<file path="src/rtl/digit_renderer.sv">
// digit_renderer: renders a latched NUM_DIGITS-wide BCD value as scaled glyphs.
// Horizontal position is tracked with counters rather than a divider. Glyph rows
// come from an external combinational 8x12 ROM. pixel_on/pixel_valid appear two
// clocks after the matching hcount/vcount/video_active.
module digit_renderer #(
    parameter int unsigned NUM_DIGITS = 4,
    parameter int unsigned ORIGIN_X   = 16,
    parameter int unsigned ORIGIN_Y   = 16,
    parameter int unsigned SCALE_LOG2 = 1,
    parameter int unsigned COORD_W    = 10
) (
    input  logic                    clk,
    input  logic                    rst_n,
    input  logic [COORD_W-1:0]      hcount,
    input  logic [COORD_W-1:0]      vcount,
    input  logic                    video_active,
    input  logic                    frame_start,
    input  logic [4*NUM_DIGITS-1:0] value_bcd,
    input  logic                    value_valid,
    output logic [3:0]              decimal,
    output logic [3:0]              bitmap_row_index,
    input  logic [7:0]              bitmap_row,
    output logic                    pixel_on,
    output logic                    pixel_valid
);

    localparam int unsigned VAL_W = 4 * NUM_DIGITS;
    localparam int unsigned SUB_W = (SCALE_LOG2 > 0) ? SCALE_LOG2 : 1;
    localparam int unsigned DIG_W = (NUM_DIGITS > 1) ? $clog2(NUM_DIGITS) : 1;

    localparam logic [SUB_W-1:0]   SUB_LAST    = SUB_W'((1 << SCALE_LOG2) - 1);
    localparam logic [DIG_W-1:0]   DIG_LAST    = DIG_W'(NUM_DIGITS - 1);
    localparam logic [3:0]         GAP_COL     = 4'd8;
    localparam logic [COORD_W-1:0] X0          = COORD_W'(ORIGIN_X);
    localparam logic [COORD_W-1:0] Y0          = COORD_W'(ORIGIN_Y);
    localparam logic [COORD_W-1:0] ROWS_SCALED = COORD_W'(12 << SCALE_LOG2);

    // Value holding registers
    logic [VAL_W-1:0] pending_q, pending_d;
    logic [VAL_W-1:0] display_q, display_d;

    // Horizontal tracker
    logic [SUB_W-1:0] sub_q, sub_d;
    logic [3:0]       col_q, col_d;
    logic [DIG_W-1:0] dig_q, dig_d;
    logic             run_q, run_d;

    // Tracker view of the current cycle
    logic             load;
    logic             cur_run;
    logic [SUB_W-1:0] cur_sub;
    logic [3:0]       cur_col;
    logic [DIG_W-1:0] cur_dig;

    // Vertical / glyph decode
    logic [COORD_W-1:0] r_off;
    logic               in_y;
    logic [3:0]         row;
    logic [3:0]         sel_nib;
    logic               glyph_hit;

    // Stage 1
    logic [3:0] decimal_q, decimal_d;
    logic [3:0] row_idx_q, row_idx_d;
    logic       hit_q;
    logic [2:0] col1_q;
    logic       va1_q;

    // Stage 2
    logic pixel_on_q, pixel_on_d;
    logic pixel_valid_q;

    // Tear-free capture: frame_start copies the pending value as it was before this edge
    always_comb begin
        pending_d = pending_q;
        display_d = display_q;
        if (value_valid) begin
            pending_d = value_bcd;
        end
        if (frame_start) begin
            display_d = pending_q;
        end
    end

    // Pending and display value registers, blank on reset
    always_ff @(posedge clk or negedge rst_n) begin
        if (!rst_n) begin
            pending_q <= '1;
            display_q <= '1;
        end else begin
            pending_q <= pending_d;
            display_q <= display_d;
        end
    end

    // Tracker: the load cycle is itself position (0,0,0), so registers hold the next pixel's position
    always_comb begin
        load    = video_active && (hcount == X0);
        cur_run = video_active && (load || run_q);
        cur_sub = load ? '0 : sub_q;
        cur_col = load ? '0 : col_q;
        cur_dig = load ? '0 : dig_q;

        sub_d = '0;
        col_d = '0;
        dig_d = '0;
        run_d = 1'b0;
        if (cur_run) begin
            run_d = 1'b1;
            sub_d = cur_sub;
            col_d = cur_col;
            dig_d = cur_dig;
            if (cur_sub == SUB_LAST) begin
                sub_d = '0;
                if (cur_col == GAP_COL) begin
                    col_d = '0;
                    if (cur_dig == DIG_LAST) begin
                        dig_d = '0;
                        run_d = 1'b0;
                    end else begin
                        dig_d = cur_dig + 1'b1;
                    end
                end else begin
                    col_d = cur_col + 4'd1;
                end
            end else begin
                sub_d = cur_sub + 1'b1;
            end
        end
    end

    // Horizontal tracker state
    always_ff @(posedge clk or negedge rst_n) begin
        if (!rst_n) begin
            sub_q <= '0;
            col_q <= '0;
            dig_q <= '0;
            run_q <= 1'b0;
        end else begin
            sub_q <= sub_d;
            col_q <= col_d;
            dig_q <= dig_d;
            run_q <= run_d;
        end
    end

    // Vertical window, digit select and glyph lookup request
    always_comb begin
        r_off = vcount - Y0;
        in_y  = (vcount >= Y0) && (r_off < ROWS_SCALED);
        row   = 4'(r_off >> SCALE_LOG2);

        sel_nib = 4'hF;
        for (int unsigned i = 0; i < NUM_DIGITS; i++) begin
            if (cur_dig == DIG_W'(i)) begin
                sel_nib = display_q[4*(NUM_DIGITS-1-i) +: 4];
            end
        end

        glyph_hit = cur_run && in_y && (cur_col < GAP_COL) && (sel_nib <= 4'd9);
        decimal_d = glyph_hit ? sel_nib : 4'hF;
        row_idx_d = glyph_hit ? row : 4'd0;
    end

    // Stage 1: ROM address plus the bits needed to pick the pixel next cycle
    always_ff @(posedge clk or negedge rst_n) begin
        if (!rst_n) begin
            decimal_q <= 4'hF;
            row_idx_q <= 4'd0;
            hit_q     <= 1'b0;
            col1_q    <= 3'd0;
            va1_q     <= 1'b0;
        end else begin
            decimal_q <= decimal_d;
            row_idx_q <= row_idx_d;
            hit_q     <= glyph_hit;
            col1_q    <= cur_col[2:0];
            va1_q     <= video_active;
        end
    end

    // Pixel select from the returned glyph row, bit 7 is the leftmost column
    always_comb begin
        pixel_on_d = hit_q & va1_q & bitmap_row[3'd7 - col1_q];
    end

    // Stage 2: output pixel and its valid flag
    always_ff @(posedge clk or negedge rst_n) begin
        if (!rst_n) begin
            pixel_on_q    <= 1'b0;
            pixel_valid_q <= 1'b0;
        end else begin
            pixel_on_q    <= pixel_on_d;
            pixel_valid_q <= va1_q;
        end
    end

    assign decimal          = decimal_q;
    assign bitmap_row_index = row_idx_q;
    assign pixel_on         = pixel_on_q;
    assign pixel_valid      = pixel_valid_q;

endmodule
</file>
<file path="config.mk">
export PLATFORM = sky130hd
export DESIGN_NAME = digit_renderer
export DESIGN_NICKNAME = d
export VERILOG_FILES = /design/src/rtl/digit_renderer.sv
export SDC_FILE = /design/constraint.sdc
export NUM_CORES = 1
export LEC_CHECK = 0
export CAP_MARGIN = 20
export CORE_ASPECT_RATIO = 0.7
export CORE_MARGIN = 2
export CORE_UTILIZATION = 44
export DETAILED_ROUTE_END_ITERATION = 10
export GPL_TIMING_DRIVEN = 0
export PLACE_DENSITY = 0.75
export SYNTH_ARGS = -nofsm -noshare
export SYNTH_HDL_FRONTEND = slang
export SYNTH_SLANG_ARGS = --single-unit
export TNS_END_PERCENT = 5
</file>
<file path="constraint.sdc">
create_clock -name clk -period 1.99 [get_ports clk]
set_clock_uncertainty 0.2 [all_clocks]
set_input_delay 0.2985 -clock clk [delete_from_list [all_inputs] [get_ports clk]]
set_output_delay 0.2985 -clock clk [all_outputs]
set_load 0.02 [all_outputs]
</file>
# After elaboration in Yosys (flattened, before gate mapping)
# Index checks and enable logic that the tools add are counted.
[op_classes] add_sub_neg=5 magnitude_cmp=5 eq_ne=5 n_mux=24 bitwise_logic=2 n_reduce_logical=8
[ops] operator="$mux 4" count=10
[ops] operator="$eq 10x5->1 const B" count=1
[ops] operator="$ge 10x5->1 const B" count=1
[ops] operator="$lt 10x5->1 const B" count=1
[ops] operator="$mux 2" count=5
[ops] operator="$sub 10x5->10 const B" count=1
[ops] operator="$mux 1" count=8
[ops] operator="$logic_and 1x1->1" count=6
[ops] operator="$add 4x1->4 const B" count=1
[ops] operator="$eq 2x2->1 const B" count=2
[ops] operator="$eq 4x4->1 const B" count=1
[ops] operator="$le 4x4->1 const B" count=1
[ops] operator="$lt 3x4->1 const B" count=1
[ops] operator="$lt 4x4->1 const B" count=1
[ops] operator="$bmux 1 s3" count=1
[ops] operator="$sub 3x3->3 const A" count=1
[ops] operator="$add 2x1->2 const B" count=1
[ops] operator="$and 1x1->1" count=2
[ops] operator="$eq 2x1->1 const B" count=1
[ops] operator="$logic_not 2->1" count=1
[ops] operator="$add 1x1->1 const B" count=1
[ops] operator="$logic_or 1x1->1" count=1
[totals] regBits=55 in_bits=49 output_inout_bits=10 word_cells=62

# Depth between registers and ports, before layout
[depth] depth_word=11 mapped_depth=10 depth_no_buf=10

# Least setup slack after synthesis
# No wires, ideal clock.
[synth_path] path_kind="input to register" start="in hcount[8]" end="reg row_idx_q[0], in the netlist bitmap_row_index[0]" setup_ns=0.120 t_arrival_ns=2.135 t_required_ns=1.670 setup_slack_ns=-0.465 path_stages=10 n_path_buf=0 path_cell_list="nor4b_2 > nand3_2 > and2_1 > inv_1 > ha_1 > nor2_1 > a221oi_1 > o22ai_1 > a21o_1 > and3_1"
[synth_between] elab_chain_cells=11 word_cells_on_any_way=20 cone_classes="order compare (2); eq/ne (4); mux (7); reduce/logical (7)"
[synth_lines] element="start: declaration" line="14" source="input logic [COORD_W-1:0] hcount,"
[synth_lines] element="$eq 10x5->1 (*)" line="98" source="load = video_active && (hcount == X0);"
[synth_lines] element="$logic_and 1x1->1 (*)" line="98"
[synth_lines] element="$mux 2" line="102" source="cur_dig = load ? '0 : dig_q;"
[synth_lines] element="$logic_not 2->1" line="155" source="if (cur_dig == DIG_W'(i)) begin"
[synth_lines] element="$mux 4 (4 in a row)" line="155"
[synth_lines] element="$le 4x4->1" line="160" source="glyph_hit = cur_run && in_y && (cur_col < GAP_COL) && (sel_nib <= 4'd9);"
[synth_lines] element="$logic_and 1x1->1 (*)" line="160"
[synth_lines] element="$mux 4 (*)" line="162" source="row_idx_d = glyph_hit ? row : 4'd0;"
[synth_lines] element="named net row_idx_d[0]" line="64" source="logic [3:0] row_idx_q, row_idx_d;"
[synth_lines] element="end signal: assignment" line="175" source="row_idx_q <= row_idx_d;"
[synth_lines] element="end: declaration" line="64"
# Mark *: on every way through the listed nets, which the timed path passes. The rest lies on a longest branch.
# A chain may end at the register's enable or synchronous reset.

# Worst setup path after layout
[layout_path] start="in hcount[6]" end="reg row_idx_q[0], in the netlist bitmap_row_index[0]"
# The elaborated chain is that of the path after synthesis.

==> run summary <==
status: finished with violations
failing checks: negative setup slack
synth top area cells: dfstp_2 (38%), dfrtp_1 (19%), mux2_2 (14%)
# clock sinks: 55
vias: 1,693
Critical Path AT: 2.13 ns
DIE AREA: 6280 µm²
fin. max-slew vios: 0
H-tree levels: 2
CP Launch Type: input pin
global-route wire length before repair: 7.95 mm
Post-Syn Area: 2490 µm²
grt total ovfl: 0
Hold Path Depth: 2
ys async rst share: 100%
maximum VDD drop: 0.377 mV
R2R depth: 8
Starting Density: 46.6%
Power Dens Cells: 652 nW/µm²
Final #Nets: 324
die width: 93.8 µm
Final GP Congestion: 0.781
EDFF count, synth: 0
Slew headroom: 63.0%
fmax: 470 MHz
largest net degree at the start of global routing: 33
final hold violations: 0
initial antenna violation count: 0
number of buffers created by CTS: 5
flops & latches, synth: 55
Ports: 59
port bufs: 55
later-pin clock latency in the skew report: 0.30 ns
final worst path period share: 107%
post-DP HPWL: 3.56 mm
wire per inst: 14.3 µm
Final Setup Violations: 8
RR Startpoint: dig_q[1]$_DFF_PN0_
Fill cells: 424
pre-CTS setup slack: -1.09 ns
DR pass1 iterations: 3
core area: 5340 µm²
drt drc: 0
Max Buffers Root-to-Sink: 2
Synth Flop Type: dfstp_2
R2R Setup Slk: 0.02 ns
synth-to-layout area growth: 37.7%
via/cell ratio: 4.98
Core Util, Final: 64.1%
Rows: 22
beginning of the worst hold path: video_active
share of post-route cells with drive strength above 1: 44.4%
final WL: 4.86 mm
DR iter-0 viols: 86
Synth Warn #: 0
Hold EP: run_q$_DFF_PN0_
Avg Cell Area, Syn: 12.8 µm²
Root Driver: clkbuf_8
clock-pin transition on the worst setup and hold timing paths: 0.09 ns
Synth Instances: 194
die height: 66.9 µm
Worst Hold Class: input pin to flip-flop
Period minus WS final: 2.13 ns
Critical R2R Capture: bitmap_row_index[0]$_DFF_PN0_
critical path type: input pin to flip-flop
Total GRT Usage: 16.6%
ANT cells: 0
Critical Path End Type: flip-flop
Yosys top cell by area: dfstp_2
Setup WS post-layout: -0.138 ns
RSZ-0062 raised after global routing: true
CTS tree: done
maxcap violations: 0
crit-path max FO: 8
Synth cell types: 37
vias in the first global route: 1,642
sequential area share after synthesis: 57.2%
ANT nets after route: 0
Pleak: 0.00139 µW
Worst Max-Slew Pin Slew: 0.554 ns
Post-Syn Nets: 251
Synth top area share: 38.0%
WP data required: 1.99 ns
through the flow:
| step | instances | setup TNS, ns | instance area (µm²) | total power [µW] | hold slack (ns) |
|---|---|---|---|---|---|
| after global placement | 321 | -55.08 | 3160 | 1600 | 0.156 |
| after detailed placement | 322 | -13.37 | 3180 | 1620 | 0.121 |
| final | 340 | -0.663 | 3420 | 2230 | 0.0865 |
| after CTS | 339 | -0.329 | 3370 | 2230 | 0.0877 |
| after global routing | 340 | -1.42 | 3420 | 2350 | 0.0935 |
| after floorplan | 194 | -1.40 | 2520 | 1450 | -0.197 |
kinds of logic after synthesis:
family	after synthesis	share of synthesized area, %
AO/OA/AOI/OAI	22	6.34
XOR/XNOR	4	1.41
adder cells (fa/ha/maj)	8	4.03
buffers and inverters	14	2.16
flip-flops	55	57.2
multiplexers	35	16.7
AND/OR/NAND/NOR	56	12.2
cells in the mapped netlist (2+ instances only):
| master | n |
|---|---|
| inv_1 | 8 |
| nor2b_1 | 3 |
| nand2_1 | 18 |
| and4b_1 | 2 |
| mux4_2 | 2 |
| clkbuf_1 | 4 |
| xor2_1 | 2 |
| a21boi_0 | 3 |
| nand3_1 | 4 |
| xnor2_1 | 2 |
| a21oi_1 | 6 |
| nor3_1 | 4 |
| mux2i_1 | 2 |
| dfrtp_1 | 19 |
| ha_1 | 8 |
| nor2_1 | 11 |
| nor4b_2 | 2 |
| o21ai_0 | 6 |
| and3_1 | 3 |
| and2_1 | 2 |
| mux2_2 | 31 |
| nand2b_1 | 2 |
| dfstp_2 | 36 |
flip-flops by register name, summed over array words and instances (netlist names):
register	cells
display_q	16
pixel_on	1
decimal	4
col1_q	3
sub_q	1
pending_q	16
col_q	4
pixel_valid	1
hit_q	1
bitmap_row_index	4
va1_q	1
dig_q	2
run_q	1
placed cells by master, fill, tap and decap left out, types with 4 or more instances in the layout:
cell type	instances
clkbuf_8	5
o21ai_0	4
ha_1	5
dfrtp_1	19
a21oi_2	4
dfstp_2	36
nor2_1	10
clkdlybuf4s50_1	43
buf_6	5
clkbuf_1	4
nand2_1	17
inv_1	7
mux2_2	31
nand3_1	4
buf_4	9
buf_2	4
final cells by class:
| cell class | instances | area (µm²) | area share (%) |
|---|---|---|---|
| flip-flops and latches | 55 | 1420 | 41.5 |
| multi-input cells | 125 | 1120 | 32.9 |
| repair buffers | 66 | 638 | 18.6 |
| well taps | 72 | 90.1 | 2.63 |
| clock buffers | 6 | 72.6 | 2.12 |
| inverters | 8 | 32.5 | 0.950 |
| plain buffers | 6 | 31.3 | 0.914 |
| clock inverters | 2 | 12.5 | 0.365 |
critical path, stage by stage:
cell and delay [ns]:
buf_6 0.09, nor4b_4 0.32, nand3_4 0.13, and2_4 0.18, inv_4 0.06, ha_4 0.20
nor2_4 0.04, a221oi_2 0.25, o22ai_2 0.14, a21o_1 0.24, and3_1 0.16
worst max-delay path by stage:
stage | start | endpoint | slack, ns | cells past startpoint
2_1_floorplan | hcount[1] | bitmap_row_index[0]$_DFF_PN0_ | -0.25 | 10
3_3_place_gp | rst_n | bitmap_row_index[2]$_DFF_PN0_ | -1.13 | 1
3_5_place_dp | video_active | bitmap_row_index[0]$_DFF_PN0_ | -1.09 | 11
4_1_cts | hcount[0] | bitmap_row_index[0]$_DFF_PN0_ | -0.12 | 11
5_1_grt | hcount[6] | bitmap_row_index[0]$_DFF_PN0_ | -0.20 | 11
6_report | hcount[6] | bitmap_row_index[0]$_DFF_PN0_ | -0.14 | 11
repair_timing:
item	CTS	global route
buffers inserted	7	1
hold endpoints to repair	17	0
setup endpoints to repair	15	12
hold buffers	2	0
gates resized for setup	52	15
pin swaps	11	9
layer usage:
layer,global-route usage (%),wire length [µm],vias to the layer above
met3,5.20,263,4
met2,24.8,2160,38
met5,0,0,-
met4,3.44,23,0
met1,23.7,2410,827
li1,-,-,824
where the power goes:
group	total (µW)	switching, µW	internal (µW)
sequential	1310	48.8	1260
clock	593	347	247
combinational	329	125	204
(Power assumes the default switching activity.)
==> RTL edit: new RTL, config.mk and constraints unchanged <==
The parameter `NUM_DIGITS` goes from 4 to 2.
--- a/src/rtl/digit_renderer.sv
+++ b/src/rtl/digit_renderer.sv
@@ -5,3 +5,3 @@
 module digit_renderer #(
-    parameter int unsigned NUM_DIGITS = 4,
+    parameter int unsigned NUM_DIGITS = 2,
     parameter int unsigned ORIGIN_X   = 16,
Ports: changed (resized value_bcd); port bits go from 59 to 51. No check against the original RTL was run, so the function may have changed too.
==> RTL edit against the original RTL <==
First-iteration DRC count fell by 47%; final cell count shrank 25%; synthesized cell count shrank 30%; global-route usage up 2.9 points; combinational power down 38%; wire length decreased by 22%; core utilization is 0.44 points higher; worst setup slack better by 0.21 ns; area after synthesis shrank 30%; sequential cell count decreased by 17; power decreased by 27%; cell area decreased by 27%; sequential share of layout area is 2.5 points lower; largest cell class unchanged; largest power group unchanged.
==> RTL edit: results (changes against the original RTL) <==
* Share of layout cells above drive strength 1 at 37.9% (-6.5 points)
* Post-Route M1 WL at 1640 µm (-32%)
* 1st-iter DRT viols at 46 (-47%)
* Met1 usage at 23.4% (-0.31 points)
* PortBufs at 47 (-15%)
* Syn_nets at 182 (-27%)
* Metal2 WL at 1890 µm (-13%)
* Layout area overhead at 42.8%
* Data buffer area share at 21.6% (+2.1 points)
* Clock slew at reported path FFs at 0.07 ns (-0.02 ns)
* Fillers at 290 (-32%)
* Net Switching at 0.000378 W (-27%)
* Routability cong. at 0.774 (-0.91%)
* Via density at 5.07 (+1.8%)
* Post-Route WL at 3790 µm (-22%)
* Distinct cells, synth at 32 (-14%)
* Synth top area cells: dfstp_2 30%, dfrtp_1 26%, mux2_2 10%, ha_1 3.6%, nor3b_1 3.0%
* Commonest cells in the netlist: 20 x dfstp_2, 18 x dfrtp_1, 16 x mux2_2
* Multi-input logic portion of the cell area at 32.2% (-0.64 points)
* Crit-path max cell delay at 0.26 ns (-0.06 ns)
* Final nets at 248 (-23%)
* Number of global-route vias before repair at 1394 (-15%)
* Sequential cell area fraction in the yosys report at 55.7% (-1.5 points)
* Dpl cells at 235 (-27%)
* Drt first pass iters at 4 (+1)
* Post-DP HPWL at 2720 µm (-24%)
* First-pass GRT wire length at 6520 µm (-18%)
* Lkg Pwr at 1.01 nW (-28%)
* Routed vias at 1293 (-24%)
* Mapped Cells at 136 (-30%)
* Sequential Area at 976 µm² (-31%)
* Met3 Wirelength at 188 µm (-29%)
* Clock net power at 0.000544 W (-8.3%)
* Layout clock area frac at 3.80% (+1.3 points)
* Worst EP arrival at 1.89 ns (-0.24 ns)
* Worst VDD drop at 379 µV (+0.63%)
* Largest registers: display_q x8, pending_q x8
* Worst slew pin tran at 0.780 ns (+0.226 ns)
* Met2 GRT Util at 33.5% (+8.7 points)
* Inverter count at 5 (-3)
* Outcome: complete, no violations
* P_seq at 0.000876 W (-33%)
* CTS H-tree lvls at 2 (unchanged)
* Non-Clock Buffer Count at 62 (-14%)
* FF+latch count at 38 (-31%)
-- RTL edit: cell families (layout without fill, tap and decap cells) --
group	Yosys count	count (layout)	share of synthesized area (%)
AND/OR/NAND/NOR	41	41	15.6
AO/OA/AOI/OAI	22	22	8.29
multiplexers	22	22	15.1
adder cells (fa/ha/maj)	5	5	3.57
flip-flops	38	38	55.7
buffers and inverters	8	75	1.71
-- RTL edit: timing repair --
action,CTS,global route
endpoints found under the setup margin,15,2
endpoints found under the hold margin,18,1
pin swaps,9,6
hold buffers,1,1
buffers inserted,7,3
gates resized for setup,28,14
-- RTL edit: final timing paths --
| path | start | slack (ns) | endpoint | cells past startpoint |
|---|---|---|---|---|
| max | hcount[4] | 0.07 | dig_q | 11 |
| min | video_active | 0.12 | sub_q | 2 |
| max reg2reg | col_q[1] | 0.23 | run_q | 9 |
| min reg2reg | va1_q | 0.18 | pixel_valid | 0 |
| max in group asynchronous | rst_n | 0.67 | col1_q[2] | 2 |
| min in group asynchronous | rst_n | 0.42 | bitmap_row_index[0] | 2 |
